<file path="config.mk">
export PLATFORM = sky130hd
export DESIGN_NAME = sms_trig_pulse_driver
export DESIGN_NICKNAME = d
export VERILOG_FILES = /design/src/rtl/sms_trig_pkg.sv /design/src/rtl/sms_trig_sync.sv /design/src/rtl/sms_trig_pulse_driver.sv
export SDC_FILE = /design/constraint.sdc
export NUM_CORES = 1
export LEC_CHECK = 0
export CAP_MARGIN = 0
export CORE_MARGIN = 2
export CORE_UTILIZATION = 48
export CTS_CLUSTER_SIZE = 14
export DETAILED_ROUTE_END_ITERATION = 8
export PLACE_DENSITY = 0.75
export SYNTH_ARGS = -nofsm -noshare
export SYNTH_HDL_FRONTEND = slang
export SYNTH_SLANG_ARGS = --single-unit
</file>
<file path="constraint.sdc">
create_clock -name clk -period 1.25 [get_ports clk]
set_input_delay 0.125 -clock clk [delete_from_list [all_inputs] [get_ports clk]]
set_output_delay 0.125 -clock clk [all_outputs]
set_load 0.05 [all_outputs]
</file>
<file path="src/rtl/sms_trig_pkg.sv">
// Shared encodings for the SDTRL trigger pulse driver.
// Optional counters: SMS_TRIG_PULSE_DRIVER_STATS_EN.
package sms_trig_pkg;

    localparam logic [1:0] OP_SET0   = 2'b00;
    localparam logic [1:0] OP_SET1   = 2'b01;
    localparam logic [1:0] OP_TOGGLE = 2'b10;
    localparam logic [1:0] OP_SAMPLE = 2'b11;

    typedef enum logic [2:0] {
        ST_IDLE,
        ST_SETUP,
        ST_PULSE,
        ST_HOLD,
        ST_SETTLE,
        ST_CHECK
    } state_t;

    typedef enum logic {
        SIDE_LEFT,
        SIDE_RIGHT
    } side_t;

    function automatic logic [1:0] pair_mask(input logic en, input logic pair);
        return en ? (pair ? 2'b10 : 2'b01) : 2'b00;
    endfunction

endpackage

</file>
<file path="src/rtl/sms_trig_sync.sv">
// Two-flop synchronizer for the asynchronous trigger readback lines.
// Part of the sms_trig_pulse_driver slice (SMS_TRIG_PULSE_DRIVER_STATS_EN unused here).
module sms_trig_sync (
    input  logic clk,
    input  logic rst_n,
    input  logic d,
    output logic q
);

    logic meta;

    always_ff @(posedge clk) begin
        if (!rst_n) begin
            meta <= 1'b0;
            q    <= 1'b0;
        end else begin
            meta <= d;
            q    <= meta;
        end
    end

endmodule

</file>
<file path="src/rtl/sms_trig_pulse_driver.sv">
// Gated AC-set pulse sequencer for SDTRL triggers with readback check.
// Define SMS_TRIG_PULSE_DRIVER_STATS_EN to add stat_ops / stat_errs.
module sms_trig_pulse_driver
    import sms_trig_pkg::*;
#(
    parameter int SETUP_CYC = 2,
    parameter int PULSE_CYC = 3,
    parameter int HOLD_CYC  = 1
) (
    input  logic       clk,
    input  logic       rst_n,
    input  logic       cmd_valid,
    output logic       cmd_ready,
    input  logic [1:0] cmd_op,
    input  logic       cmd_pair,
    output logic [1:0] gate_left,
    output logic [1:0] ac_set_left,
    output logic [1:0] gate_right,
    output logic [1:0] ac_set_right,
    input  logic       trig_b,
    input  logic       trig_p,
    output logic       rsp_valid,
    output logic       rsp_state,
`ifdef SMS_TRIG_PULSE_DRIVER_STATS_EN
    output logic [15:0] stat_ops,
    output logic [15:0] stat_errs,
`endif
    output logic       rsp_err
);

    localparam int MAX_A = (SETUP_CYC > PULSE_CYC) ? SETUP_CYC : PULSE_CYC;
    localparam int MAX_C = (MAX_A > HOLD_CYC) ? MAX_A : HOLD_CYC;
    localparam int CW    = $clog2(MAX_C + 1);

    localparam logic [CW-1:0] SETUP_LD  = CW'(SETUP_CYC - 1);
    localparam logic [CW-1:0] PULSE_LD  = CW'(PULSE_CYC - 1);
    localparam logic [CW-1:0] HOLD_LD   = CW'((HOLD_CYC > 0) ? HOLD_CYC - 1 : 0);
    localparam logic [CW-1:0] SETTLE_LD = CW'(1);

    state_t        state;
    logic [CW-1:0] cnt;
    logic [1:0]    op_q;
    logic          pair_q;
    side_t         side_q;
    logic          exp_q;
    logic          sync_b;
    logic          sync_p;
    side_t         acc_side;
    logic          acc_exp;
    logic          chk_err;

    sms_trig_sync u_sync_b (
        .clk   (clk),
        .rst_n (rst_n),
        .d     (trig_b),
        .q     (sync_b)
    );

    sms_trig_sync u_sync_p (
        .clk   (clk),
        .rst_n (rst_n),
        .d     (trig_p),
        .q     (sync_p)
    );

    // Toggle drives whichever side flips the trigger from its current state.
    always_comb begin
        acc_side = SIDE_LEFT;
        acc_exp  = 1'b0;
        unique case (1'b1)
            (cmd_op == OP_SET1): begin
                acc_side = SIDE_RIGHT;
                acc_exp  = 1'b1;
            end
            (cmd_op == OP_TOGGLE): begin
                acc_side = sync_b ? SIDE_LEFT : SIDE_RIGHT;
                acc_exp  = !sync_b;
            end
            (cmd_op == OP_SAMPLE): acc_exp = sync_b;
            default: ;
        endcase
    end

    assign chk_err = (sync_b == sync_p) ||
                     ((op_q != OP_SAMPLE) && (sync_b != exp_q));

    always_ff @(posedge clk) begin
        if (!rst_n) begin
            state        <= ST_IDLE;
            cnt          <= '0;
            op_q         <= OP_SET0;
            pair_q       <= 1'b0;
            side_q       <= SIDE_LEFT;
            exp_q        <= 1'b0;
            cmd_ready    <= 1'b0;
            gate_left    <= 2'b00;
            ac_set_left  <= 2'b00;
            gate_right   <= 2'b00;
            ac_set_right <= 2'b00;
            rsp_valid    <= 1'b0;
            rsp_state    <= 1'b0;
            rsp_err      <= 1'b0;
`ifdef SMS_TRIG_PULSE_DRIVER_STATS_EN
            stat_ops     <= 16'h0000;
            stat_errs    <= 16'h0000;
`endif
        end else begin
            rsp_valid <= 1'b0;
            case (state)
                ST_IDLE: begin
                    cmd_ready <= 1'b1;
                    if (cmd_valid && cmd_ready) begin
                        cmd_ready <= 1'b0;
                        op_q      <= cmd_op;
                        pair_q    <= cmd_pair;
                        side_q    <= acc_side;
                        exp_q     <= acc_exp;
                        if (cmd_op == OP_SAMPLE) begin
                            state <= ST_SETTLE;
                            cnt   <= SETTLE_LD;
                        end else begin
                            state      <= ST_SETUP;
                            cnt        <= SETUP_LD;
                            gate_left  <= pair_mask(acc_side == SIDE_LEFT, cmd_pair);
                            gate_right <= pair_mask(acc_side == SIDE_RIGHT, cmd_pair);
                        end
                    end
                end
                ST_SETUP: begin
                    if (cnt == '0) begin
                        state        <= ST_PULSE;
                        cnt          <= PULSE_LD;
                        ac_set_left  <= pair_mask(side_q == SIDE_LEFT, pair_q);
                        ac_set_right <= pair_mask(side_q == SIDE_RIGHT, pair_q);
                    end else begin
                        cnt <= cnt - 1'b1;
                    end
                end
                ST_PULSE: begin
                    if (cnt == '0) begin
                        ac_set_left  <= 2'b00;
                        ac_set_right <= 2'b00;
                        if (HOLD_CYC > 0) begin
                            state <= ST_HOLD;
                            cnt   <= HOLD_LD;
                        end else begin
                            state      <= ST_SETTLE;
                            cnt        <= SETTLE_LD;
                            gate_left  <= 2'b00;
                            gate_right <= 2'b00;
                        end
                    end else begin
                        cnt <= cnt - 1'b1;
                    end
                end
                ST_HOLD: begin
                    if (cnt == '0) begin
                        state      <= ST_SETTLE;
                        cnt        <= SETTLE_LD;
                        gate_left  <= 2'b00;
                        gate_right <= 2'b00;
                    end else begin
                        cnt <= cnt - 1'b1;
                    end
                end
                ST_SETTLE: begin
                    if (cnt == '0) begin
                        state     <= ST_CHECK;
                        rsp_valid <= 1'b1;
                        rsp_state <= sync_b;
                        rsp_err   <= chk_err;
`ifdef SMS_TRIG_PULSE_DRIVER_STATS_EN
                        if (stat_ops != 16'hFFFF)
                            stat_ops <= stat_ops + 16'd1;
                        if (chk_err && (stat_errs != 16'hFFFF))
                            stat_errs <= stat_errs + 16'd1;
`endif
                    end else begin
                        cnt <= cnt - 1'b1;
                    end
                end
                ST_CHECK: begin
                    state     <= ST_IDLE;
                    cmd_ready <= 1'b1;
                end
                default: state <= ST_IDLE;
            endcase
        end
    end

endmodule

</file>
==> impl_metrics.xml <==
<?xml version="1.0" encoding="UTF-8"?>
<metrics>
  <group name="synthesis">
    <metric name="yosys_warnings" unit="">0</metric>
    <metric name="synth_area" unit="µm²">1390</metric>
    <metric name="yosysTopAreaCellShare" unit="%">37.5</metric>
    <metric name="synth_largest_area_cell" unit="">dfxtp_1</metric>
    <metric name="proportion_of_register_bits_with_asynchronous_set_or_reset_after_synthesis" unit="%">0</metric>
    <metric name="netlist_top_cells_count" unit="">dfxtp_1 (26), mux2i_1 (15), nand2_1 (11)</metric>
    <metric name="ys_ff_latch" unit="">26</metric>
    <metric name="mean_post_synth_cell_area" unit="µm²">9.50</metric>
    <metric name="postSynthCellCount" unit="">146</metric>
    <metric name="synth.yosys.seq_area_share" unit="%">37.5</metric>
    <metric name="ys_types" unit="">44</metric>
    <metric name="syn_nets" unit="">160</metric>
    <metric name="synth.area.top_cells" unit="">dfxtp_1 (38%), mux2i_1 (11%), ha_1 (5.4%)</metric>
    <metric name="post-synth-top-count-cell" unit="">dfxtp_1</metric>
    <metric name="dominantRegCellSynth" unit="">dfxtp_1</metric>
    <metric name="synth_enable_flop_cells" unit="">0</metric>
  </group>
  <group name="cts">
    <metric name="ctsLongestPathBuffers" unit="">2</metric>
    <metric name="clkTransAtPathRegs" unit="ns">0.15</metric>
    <metric name="numClockSinks" unit="">26</metric>
    <metric name="clockRootBuffer" unit="">clkbuf_4</metric>
    <metric name="deepest_level_of_the_cts_h_tree" unit="">1</metric>
    <metric name="numCtsBuffers" unit="">3</metric>
    <metric name="cts_hold_buffers" unit="">0</metric>
    <metric name="clk_latency" unit="ns">0.34</metric>
    <metric name="cts_tree" unit="">done</metric>
  </group>
  <group name="setup_path">
    <metric name="timing.critical_path.slowest_stage_cell" unit="">dfxtp_4</metric>
    <metric name="worst_ep_required_time" unit="ns">1.52</metric>
    <metric name="critPathArrivalTime" unit="ns">1.64</metric>
    <metric name="critical_path.startpoint_type" unit="">flip-flop</metric>
    <metric name="crit_type" unit="">reg2reg</metric>
    <metric name="critical_path.max_fanout" unit="">5</metric>
    <metric name="cp-end-kind" unit="">flip-flop</metric>
    <metric name="critPathMaxStageDelay" unit="ns">0.39</metric>
    <metric name="cp_cell_sequence" unit="">buf_6, a211o_1, mux2i_1, buf_4, nand2_2, a21boi_2</metric>
  </group>
  <group name="finish">
    <metric name="multi_input_area" unit="µm²">876</metric>
    <metric name="fin_cells" unit="">231</metric>
    <metric name="num-fill-cells" unit="">185</metric>
    <metric name="area_growth" unit="%">56.5</metric>
    <metric name="final_cell_area" unit="µm²">2170</metric>
    <metric name="diode_insertion_count_for_antenna_repair" unit="">0</metric>
    <metric name="layout-drive-gt1-share" unit="%">43.5</metric>
    <metric name="design.final.nets" unit="">215</metric>
    <metric name="register_area" unit="µm²">536</metric>
  </group>
  <group name="timing">
    <metric name="max_slew.worst_pin.slew" unit="ns">0.277</metric>
    <metric name="timing.final.hold_violations" unit="">0</metric>
    <metric name="slew-limit-headroom" unit="%">81.5</metric>
    <metric name="final_max_slew_viol_count" unit="">0</metric>
    <metric name="unrepaired_setup_endpoints_after_global_routing" unit="">true</metric>
    <metric name="setup_viol_count_final" unit="">17</metric>
    <metric name="clock.fmax" unit="GHz">0.729</metric>
    <metric name="final.setup.worst_slack" unit="ns">-0.121</metric>
    <metric name="timing.clock.skew" unit="ns">0.0143</metric>
    <metric name="min_period_over_period" unit="%">110</metric>
    <metric name="setup-tns-final" unit="ns">-1.20</metric>
    <metric name="fin_crit" unit="ns">1.37</metric>
  </group>
  <group name="placement">
    <metric name="hpwl" unit="mm">2.28</metric>
    <metric name="gp_congestion" unit="">0.894</metric>
    <metric name="placedInstanceArea" unit="µm²">1920</metric>
    <metric name="place.detailed.instances" unit="">216</metric>
    <metric name="buffer_ports.inserted" unit="">19</metric>
  </group>
  <group name="global_route">
    <metric name="gr-total-overflow" unit="">0</metric>
    <metric name="grt_max_degree" unit="">22</metric>
    <metric name="via_count_of_the_first_global_routing_pass" unit="">1250</metric>
    <metric name="antenna_found_initial" unit="">0</metric>
    <metric name="grt_use_total" unit="%">22.2</metric>
    <metric name="grt_first_pass_wirelength" unit="mm">5.75</metric>
  </group>
  <group name="route">
    <metric name="drt-vias-per-instance" unit="">5.30</metric>
    <metric name="first_iter_violations" unit="">39</metric>
    <metric name="drt_first_pass_iters" unit="">6</metric>
    <metric name="antenna_left" unit="">0</metric>
    <metric name="totalWireLength" unit="mm">3.45</metric>
    <metric name="via_count" unit="">1224</metric>
    <metric name="post-route-drc-count" unit="">0</metric>
    <metric name="avgRoutedWirePerCell" unit="µm">14.9</metric>
  </group>
  <group name="pwr">
    <metric name="peakVddDrop" unit="V">0.00152</metric>
    <metric name="p_leak" unit="nW">0.947</metric>
    <metric name="power_per_cell_area" unit="nW/µm²">1850</metric>
  </group>
  <group name="die">
    <metric name="floorplan.die_area" unit="µm²">3340</metric>
    <metric name="rows" unit="">19</metric>
    <metric name="ios" unit="">20</metric>
    <metric name="starting_density_of_the_core" unit="%">50.3</metric>
    <metric name="dieWidth" unit="µm">57.8</metric>
    <metric name="floorplan.core_area" unit="µm²">2760</metric>
    <metric name="die_height" unit="µm">57.8</metric>
  </group>
  <group name="outcome">
    <metric name="violations" unit="">negative setup slack</metric>
    <metric name="status" unit="">finished with violations</metric>
  </group>
  <group name="run">
    <metric name="cap_violations" unit="">0</metric>
  </group>
  <group name="worst_hold_path">
    <metric name="worstHoldPathType" unit="">in2reg</metric>
  </group>
</metrics>
through the flow:
step | utilization, % | hold WS (ns) | total power, mW | setup slack [ns]
3_5_place_dp | 69.7 | 0.429 | 3.04 | -0.488
4_1_cts | 76.1 | 0.348 | 3.82 | -0.0801
6_report | 78.8 | 0.349 | 4.02 | -0.121
3_3_place_gp | 69.7 | 0.419 | 2.97 | -0.402
2_1_floorplan | - | 0.252 | 2.39 | -0.0901
5_1_grt | 78.8 | 0.365 | 4.23 | -0.175
critical path, delay by kind of cell, from the launching register on:
kind,cells,cell delay (ns)
simple gates,1,0.05
compound gates,2,0.39
mux,1,0.19
buf+inv,2,0.29
flops,1,0.39
layer usage:
metal | part of all wire (%) | GRT usage [%]
met5 | 0 | 0
met4 | 1.2 | 5.98
met3 | 2.6 | 4.24
met2 | 52 | 38.0
met1 | 44 | 28.6
power by group:
group / switching (mW) / total, mW / internal [mW]
clock network: 0.269 / 0.514 / 0.245
registers: 0.143 / 1.14 / 0.992
logic: 1.11 / 2.37 / 1.26
layout make-up:
cell class	count	area share, %
flip-flops and latches	26	24.7
multi-input cells	103	40.3
inverters	7	1.32
well taps	31	1.79
clock buffers	4	2.19
repair buffers	60	29.7
path summary, 6_finish.rpt:
check,slack [ns],end,cells after the start,startpoint
max,-0.12,cnt[1]$_SDFFE_PN0P_,6,state[1]$_SDFFE_PN0P_
min,0.35,op_q[0]$_SDFFE_PN0P_,4,cmd_op[0]
max reg2reg,-0.12,cnt[1]$_SDFFE_PN0P_,6,state[1]$_SDFFE_PN0P_
min reg2reg,0.46,u_sync_p.q$_SDFF_PN0_,1,u_sync_p.meta$_SDFF_PN0_
cell families (layout without fill, tap and decap cells):
family,after synthesis,after routing,synth area share [%]
AND/OR/NAND/NOR,55,55,24.9
multiplexers,15,15,10.8
AO/OA/AOI/OAI,24,24,12.5
XOR/XNOR,3,3,1.89
flip-flops,26,26,37.5
buffers and inverters,17,71,6.94
adder cells (fa/ha/maj),6,6,5.41
timing repair:
action | CTS | global route
pin swaps | 14 | 8
endpoints found under the setup margin | 18 | 20
resized for setup | 23 | 10
setup buffers | 7 | 4
sequential cells by signal, summed over array words and instances (netlist names), 2 cells and up:
signal        flops
ac_set_left       2
ac_set_right      2
cnt               2
gate_left         2
gate_right        2
op_q              2
state             3
placed cells by master, fill, tap and decap left out, drive strengths merged, types with 2 or more instances in the layout:
| cell type | Yosys | layout |
|---|---|---|
| xnor2 | 2 | 2 |
| nor3b | 5 | 5 |
| a21oi | 4 | 4 |
| nor3 | 3 | 3 |
| clkbuf | 3 | 4 |
| nand2 | 12 | 12 |
| nand2b | 5 | 5 |
| nor2b | 8 | 8 |
| clkdlybuf4s50 | 0 | 5 |
| mux2i | 15 | 15 |
| o21ai | 2 | 2 |
| buf | 7 | 53 |
| and2 | 5 | 5 |
| ha | 6 | 6 |
| nand4 | 2 | 2 |
| or3 | 2 | 2 |
| dfxtp | 26 | 26 |
| a31oi | 3 | 3 |
| a21boi | 3 | 3 |
| nand3 | 3 | 3 |
| nor2 | 6 | 6 |
| dlygate4sd2 | 0 | 2 |
| inv | 7 | 7 |
(Power assumes the default switching activity.)
